`config.mk`:
```
export PLATFORM = sky130hd
export DESIGN_NAME = mem_port_arbiter
export DESIGN_NICKNAME = d
export VERILOG_FILES = /design/src/rtl/mem_port_arbiter.sv
export SDC_FILE = /design/constraint.sdc
export NUM_CORES = 1
export LEC_CHECK = 0
export ABC_AREA = 1
export ABC_CLOCK_PERIOD_IN_PS = 2000
export CORE_ASPECT_RATIO = 1.4
export CORE_MARGIN = 8
export CORE_UTILIZATION = 43
export DETAILED_ROUTE_END_ITERATION = 8
export PLACE_DENSITY_LB_ADDON = 0.05
export SLEW_MARGIN = 20
export SYNTH_ARGS = -nofsm -noshare
export SYNTH_HDL_FRONTEND = slang
export SYNTH_SLANG_ARGS = --single-unit
```
`constraint.sdc`:
```
create_clock -name clk -period 2 [get_ports clk]
set_input_delay 0.3 -clock clk [delete_from_list [all_inputs] [get_ports clk]]
set_output_delay 0.3 -clock clk [all_outputs]
set_load 0.02 [all_outputs]
```
`src/rtl/mem_port_arbiter.sv`:
```
// Round-robin arbiter sharing one single-ported memory between the instruction-fetch
// and load/store ports; every output is registered and each grant runs IDLE -> BUSY -> RELEASE.
module mem_port_arbiter #(
  parameter int ADDR_W  = 32,
  parameter int DATA_W  = 32,
  parameter int TIMEOUT = 16
) (
  input  logic              clk,
  input  logic              rst_n,
  input  logic              i_if_req,
  input  logic [ADDR_W-1:0] i_if_addr,
  output logic [DATA_W-1:0] o_if_rdata,
  output logic              o_if_ack,
  input  logic              i_dm_rd,
  input  logic              i_dm_wr,
  input  logic [ADDR_W-1:0] i_dm_addr,
  input  logic [DATA_W-1:0] i_dm_wdata,
  output logic [DATA_W-1:0] o_dm_rdata,
  output logic              o_dm_ack,
  output logic [ADDR_W-1:0] o_mem_addr,
  output logic              o_mem_rden,
  output logic              o_mem_wren,
  output logic [DATA_W-1:0] o_mem_wdata,
  input  logic [DATA_W-1:0] i_mem_rdata,
  input  logic              i_mem_response,
  output logic              o_err
);

  localparam int TW = $clog2(TIMEOUT + 1);

  typedef enum logic [1:0] {IDLE, BUSY, RELEASE} state_t;

  state_t            r_state, w_stateNext;
  logic              r_lastGrantDm, w_lastGrantDmNext;
  logic              r_grantDm, w_grantDmNext;
  logic [TW-1:0]     r_timer, w_timerNext;
  logic [ADDR_W-1:0] r_memAddr, w_memAddrNext;
  logic [DATA_W-1:0] r_memWdata, w_memWdataNext;
  logic              r_memRden, w_memRdenNext;
  logic              r_memWren, w_memWrenNext;
  logic [DATA_W-1:0] r_ifRdata, w_ifRdataNext;
  logic [DATA_W-1:0] r_dmRdata, w_dmRdataNext;
  logic              r_ifAck, w_ifAckNext;
  logic              r_dmAck, w_dmAckNext;
  logic              r_err, w_errNext;

  logic w_ifPend, w_dmPend, w_pickDm;

  assign w_ifPend = i_if_req;
  assign w_dmPend = i_dm_rd | i_dm_wr;
  // With both ports pending, the port that did not win last time goes first.
  assign w_pickDm = w_dmPend & (~w_ifPend | ~r_lastGrantDm);

  always_ff @(posedge clk or negedge rst_n) begin
    if (!rst_n) begin
      r_state       <= IDLE;
      r_lastGrantDm <= 1'b0;
      r_grantDm     <= 1'b0;
      r_timer       <= '0;
      r_memAddr     <= '0;
      r_memWdata    <= '0;
      r_memRden     <= 1'b0;
      r_memWren     <= 1'b0;
      r_ifRdata     <= '0;
      r_dmRdata     <= '0;
      r_ifAck       <= 1'b0;
      r_dmAck       <= 1'b0;
      r_err         <= 1'b0;
    end else begin
      r_state       <= w_stateNext;
      r_lastGrantDm <= w_lastGrantDmNext;
      r_grantDm     <= w_grantDmNext;
      r_timer       <= w_timerNext;
      r_memAddr     <= w_memAddrNext;
      r_memWdata    <= w_memWdataNext;
      r_memRden     <= w_memRdenNext;
      r_memWren     <= w_memWrenNext;
      r_ifRdata     <= w_ifRdataNext;
      r_dmRdata     <= w_dmRdataNext;
      r_ifAck       <= w_ifAckNext;
      r_dmAck       <= w_dmAckNext;
      r_err         <= w_errNext;
    end
  end

  always_comb begin
    w_stateNext       = r_state;
    w_lastGrantDmNext = r_lastGrantDm;
    w_grantDmNext     = r_grantDm;
    w_timerNext       = r_timer;
    w_memAddrNext     = r_memAddr;
    w_memWdataNext    = r_memWdata;
    w_memRdenNext     = r_memRden;
    w_memWrenNext     = r_memWren;
    w_ifRdataNext     = r_ifRdata;
    w_dmRdataNext     = r_dmRdata;
    w_ifAckNext       = 1'b0;
    w_dmAckNext       = 1'b0;
    w_errNext         = 1'b0;
    case (r_state)
      IDLE: begin
        if (w_ifPend || w_dmPend) begin
          w_grantDmNext     = w_pickDm;
          w_lastGrantDmNext = w_pickDm;
          w_timerNext       = '0;
          w_stateNext       = BUSY;
          if (w_pickDm) begin
            w_memAddrNext  = i_dm_addr;
            w_memWrenNext  = i_dm_wr;
            w_memRdenNext  = ~i_dm_wr;
            w_memWdataNext = i_dm_wr ? i_dm_wdata : '0;
          end else begin
            w_memAddrNext  = i_if_addr;
            w_memRdenNext  = 1'b1;
            w_memWrenNext  = 1'b0;
            w_memWdataNext = '0;
          end
        end
      end
      BUSY: begin
        if (i_mem_response) begin
          w_memRdenNext = 1'b0;
          w_memWrenNext = 1'b0;
          w_stateNext   = RELEASE;
          if (r_grantDm) begin
            w_dmAckNext   = 1'b1;
            w_dmRdataNext = r_memRden ? i_mem_rdata : '0;
          end else begin
            w_ifAckNext   = 1'b1;
            w_ifRdataNext = i_mem_rdata;
          end
        end else if (r_timer == TW'(TIMEOUT - 1)) begin
          // Memory never answered: abort with an error-flagged ack and zero data.
          w_memRdenNext = 1'b0;
          w_memWrenNext = 1'b0;
          w_errNext     = 1'b1;
          w_stateNext   = RELEASE;
          if (r_grantDm) begin
            w_dmAckNext   = 1'b1;
            w_dmRdataNext = '0;
          end else begin
            w_ifAckNext   = 1'b1;
            w_ifRdataNext = '0;
          end
        end else begin
          w_timerNext = r_timer + TW'(1);
        end
      end
      RELEASE: begin
        if (!i_mem_response) w_stateNext = IDLE;
      end
      default: w_stateNext = IDLE;
    endcase
  end

  assign o_if_rdata  = r_ifRdata;
  assign o_if_ack    = r_ifAck;
  assign o_dm_rdata  = r_dmRdata;
  assign o_dm_ack    = r_dmAck;
  assign o_mem_addr  = r_memAddr;
  assign o_mem_rden  = r_memRden;
  assign o_mem_wren  = r_memWren;
  assign o_mem_wdata = r_memWdata;
  assign o_err       = r_err;

endmodule
```
### Yosys cells after proc, flatten, opt, wreduce, memory -nomap -nowiden

Index checks and enable logic that the tools add are counted.

| operators by class | value |
|---|---|
| add/sub/neg operators | 1 |
| $mul | 0 |
| divide/modulo/power cells | 0 |
| $lt $le $gt $ge | 0 |
| eq/ne operators | 8 |
| shifts and indexed selects | 0 |
| multiplexer cells | 40 |
| bitwise logic cells | 6 |
| reductions and logical operators | 10 |

Operator list:

| operator | count |
|---|---|
| $mux W32 | 12 |
| $mux W1 | 17 |
| $mux W5 | 3 |
| $reduce_and A3 Y1 | 4 |
| $pmux W5 S2 | 1 |
| $mux W2 | 4 |
| $ne A2 B2 Y1 const B | 4 |
| $pmux W2 S3 | 1 |
| $add A5 B1 Y5 const B | 1 |
| $eq A5 B4 Y1 const B | 1 |
| $pmux W1 S2 | 2 |
| $reduce_and A4 Y1 | 1 |
| $reduce_bool A2 Y1 | 2 |
| $ne A3 B3 Y1 const B | 1 |
| $not A1 Y1 | 3 |
| $eq A2 B1 Y1 const B | 1 |
| $eq A2 B2 Y1 const B | 1 |
| $logic_not A2 Y1 | 1 |
| $or A1 B1 Y1 | 2 |
| $reduce_and A2 Y1 | 1 |
| $and A1 B1 Y1 | 1 |
| $logic_or A1 B1 Y1 | 1 |

| storage, ports and cells | value |
|---|---|
| register bits after elaboration | 141 |
| latch bits | 0 |
| memory bits (writable) | 0 |
| memory bits (read-only) | 0 |
| input bits | 134 |
| output and inout bits | 133 |
| word-level logic and storage cells | 77 |
| memories | 0 |

### Depth between registers and ports, before layout

Gate-level depths: netlist of the first run.

| logic depth | value |
|---|---|
| depth in word-level cells | 6 |
| gate-level depth with buffers | 11 |
| depth with buffers taken out | 9 |

### Worst setup path before layout of the first run

OpenSTA, ideal clock, no wires.

| timing | value |
|---|---|
| path type | register to register |
| start point | register r_timer[0] |
| end point | register r_ifRdata[10] (netlist: o_if_rdata[10]) |
| setup time | 121 ps |
| arrival | 1531 ps |
| required time | 1879 ps |
| setup slack | 348 ps |
| cell stages (with the launch flop) | 11 |
| buffers on the path | 2 |
| period minus slack after synthesis | 1652 ps |
| cell sequence | dfrtp_1 ha_1 nand2_1 nor2_1 ha_1 nor2_1 nor2_1 nand2_1 buf_4 buf_2 o21ai_1 |

| between the ends | value |
|---|---|
| word-level cells in the longest chain between the ends | 3 |

RTL lines:

| element | RTL line | source |
|---|---|---|
| from (decl) | 36 | `logic [TW-1:0] r_timer, w_timerNext;` |
| from (signal assigned) | 73 | `r_timer <= w_timerNext;` |
| $eq A5 B4 Y1 | 132 | `end else if (r_timer == TW'(TIMEOUT - 1)) begin` |
| $reduce_bool A2 Y1 (no line) | -- |  |
| $reduce_and A3 Y1 (no line) | -- |  |
| to (signal assigned) | 78 | `r_ifRdata <= w_ifRdataNext;` |
| to (decl) | 41 | `logic [DATA_W-1:0] r_ifRdata, w_ifRdataNext;` |

No other way between the ends.
A chain may end at the register's enable or synchronous reset.

### Worst setup path after layout of the first run

| timing | value |
|---|---|
| start point | register r_timer[0] |
| end point | register r_ifRdata[1] (netlist: o_if_rdata[1]) |

The elaborated chain is that of the path after synthesis.

==> qor.csv, run 1 <==
metric,value,unit
Antenna Cells,0,
Clock Tree Buf Depth,2,
min Tclk post-route,1.787,ns
routed via count,5792,
setup tns final,0,ns
Critical Path RT,2.33,ns
RD Place Congestion,0.7702,
Comb pwr share,0.482,
post-layout util,0.6763,
Vias/cell,4.701,
RSZ-0062 raised after global routing,no,
H-tree depth,4,
RR Startpoint,r_timer[0],
"Seq/Total Area, Yosys",0.5614,
worst reg2reg path endpoint,o_if_rdata[1],
fraction of layout cells with a size suffix above 1,0.06040,
crit path max fanout,65,
Syn Area/Cell,8.162,um^2
hold path depth,2,
Syn Nets,906,
R2R setup slack,0.21,ns
most frequent cells in the layout,"clkdlybuf4s50_1, nand2_1, dfrtp_1",
antenna violations before repair,0,
"most common cell after layout, fill and taps aside",clkdlybuf4s50_1,
post-synth cell types,23,
PwrDens,1555,nW/um^2
crit path cell chain,"ha_1, nand2_1, nor2_1, ha_1, nor2_1, nor2_1, nand2_2, buf_12, nand2_1, o21ai_1",
IO Pins,267,
post-route cell area,9724,um^2
Tightest Hold Check Type,in -> reg,
Root Buffer Master,clkbuf_16,
Rel. slew slack,0.7298,
CTS tree,built,
total of warnings raised by yosys,0,
Mapped Cells,770,
max-slew violation count,0,
"delay-heaviest family, CP",simple AND/OR/NAND/NOR gates,
GRT Total Usage,0.2012,
"Hold Vio Cnt, Final",0,
critical path class,reg -> reg,
worst reg2reg path depth,10,
Tightest Pin Transition,0.4053,ns
IO Port Bufs,266,
Main synth FF type,dfrtp_1,
Internal,9036,uW
Max Cap Viol,0,
Final period util,0.8936,
number of synthesized flops with an enable pin,0,
clk slew on worst S/H paths,0.06,ns
WL/cell,15.22,um
Hold Path End,o_err,
CP Buf/Inv Count,1,
grt ovf,0,
"wirelength, routed",18750,um
via count of the first global-routing pass,5943,
Max rail drop VDD,0.8366,mV
Die Span Y,159.0,um
Placement Setup Slack,0.1510,ns
row count,52,
Clock Sinks,141,
Worst Path Arrival,2.12,ns
iteration-0 DRC count of the detailed router,346,
Sw Share,0.4024,
global-route wire length before repair,30780,um
slowest CP cell,dfrtp_1,
"Top cell by count, worst path",nor2_1,
number of buffers added for setup after CTS,0,
status,finished clean,
"FF+latch count, synth",141,
placed inst area,9149,um^2
cell area after synthesis,6285,um^2
Sequential Power Share,0.320,
"Clk Latency, worst-skew pair",0.41,ns
Async SR Flop Fraction,1.000,
skew final,0.01250,ns
switching pwr,6086,uW
DR pass1 iterations,5,
die area,18800,um^2
HPWL Detailed,13820,um
final setup slack of the worst path,0.2127,ns
"antenna viol nets, final",0,
die span in x,118.2,um
core area,14380,um^2
nets,1166,
highest cell delay on the worst timing path,0.41,ns
Num CTS Buffers,17,
Inst Count DP,1199,
# setup viols final,0,
Clock power frac,0.197,
starting density of the core,0.4371,
fmax,559.5,MHz
largest net degree at the start of global routing,66,
drc violations,0,
min-delay src,i_mem_response,
Synth-to-Final Area Change,54.73,%
Lkg Pwr,0.004735,uW
CP Capture Type,register,
non-filler instance count after layout,1232,
Fill cells,1214,
CP startpoint kind,register,
[stage by stage]
step | hold slack (ns) | power, uW
after floorplan | 0.004409 | 8577
after global placement | 0.2464 | 12170
after detailed placement | 0.2404 | 12260
after CTS | 0.1145 | 15320
after global routing | 0.1357 | 16100
final | 0.1342 | 15120
[cells by family (layout without fill, tap and decap cells)]
kind of cell,after synthesis,in the layout,share of synthesized area
adders and majority gates,2,2,0.003981
AOI/OAI and AO/OA,101,101,0.08242
and+or+nand+nor,368,368,0.2421
buffers and inverters,158,431,0.1101
DFF,141,141,0.5614
[layout make-up]
class                           instances  area, um^2  area share
Clock buffer                           18       439.2     0.04516
Inverter                              110       412.9     0.04246
Tap cell                              189       236.5     0.02432
Timing Repair Buffer                  289        2909      0.2992
Clock inverter                         14       121.4     0.01248
Sequential cell                       141        3528      0.3628
Multi-Input combinational cell        471        2077      0.2136
[power by group through the flow]
| stage | clock, uW | sequential (uW) | combinational (uW) |
|---|---|---|---|
| after floorplan | 0 | 6320 | 2260 |
| after global placement | 0 | 4840 | 7330 |
| after detailed placement | 0 | 4870 | 7390 |
| after CTS | 3060 | 4840 | 7420 |
| after global routing | 3180 | 5010 | 7910 |
| final | 2990 | 4840 | 7300 |
[flip-flops by register name, indices dropped and copies added, names as in the netlist]
name and count:
o_if_rdata 32, o_dm_ack 1, r_grantDm 1, o_mem_addr 32, o_if_ack 1, r_timer 5, o_err 1, o_mem_wdata 32
o_dm_rdata 32, o_mem_wren 1, r_state 2, o_mem_rden 1
[synth_stat cells, types with 2 or more instances]
cell      instances  area (um^2)
nand3_1         105        525.5
buf_4            11        82.58
ha_1              2        25.02
dfrtp_1         141         3528
buf_1             2        7.510
clkbuf_1         14        52.55
buf_2            15        75.07
o21ai_0          38        190.2
inv_1           109        409.1
nor2_1            8        30.03
nand2_1         251        942.2
buf_6             5        56.30
o21ai_1          59        295.3
[worst reg2reg max path: cells and delay by family (launching register included)]
kind	cells	cell delay, ns
AO/OA/AOI/OAI	1	0.08
flip-flops	1	0.41
buffers and inverters	1	0.26
adder cells (fa/ha/maj)	2	0.41
AND/OR/NAND/NOR	6	0.55
[worst max path at each step]
stage | start | end | slack (ns) | cells past startpoint
5_1_grt | r_timer[0] | o_dm_rdata[9] | 0.0006 | 10
2_1_floorplan | r_timer[0] | o_if_rdata[10] | 0.35 | 10
3_3_place_gp | r_timer[0] | o_dm_rdata[11] | 0.23 | 10
6_report | r_timer[0] | o_if_rdata[1] | 0.21 | 10
4_1_cts | r_timer[0] | o_dm_rdata[9] | 0.12 | 10
3_5_place_dp | r_timer[0] | o_dm_rdata[22] | 0.15 | 10
[metal layers]
metal  track usage  routed length (um)  up-vias
met5             0                   0        -
met4       0.06546                 376        0
met3       0.07665                1443       18
met2        0.3475                9592      184
met1        0.2220                7338     2671
li1              -                   -     2919
[repair_timing]
| action | in CTS | in global routing |
|---|---|---|
| hold endpoints to repair | 40 | 0 |
| hold buffers | 1 | 0 |
| setup endpoints to repair | 0 | 21 |
| gates resized for setup | 0 | 1 |
Note: power is estimated with default switching activity, not from simulation.
==> run 2: changes to the inputs <==
==> constraint.sdc (replaced) <==
create_clock -name clk -period 2 [get_ports clk]
set_input_delay 0.3 -clock clk [delete_from_list [all_inputs] [get_ports clk]]
set_output_delay 0.3 -clock clk [all_outputs]
set_load 0.01 [all_outputs]
==> results of run 2 <==
Same layout as run 1 (identical final DEF). Status: finished clean.
Main changes from that run: total power 15120 uW -> 14180 uW; worst IR drop on VDD 0.8366 mV -> 0.7797 mV
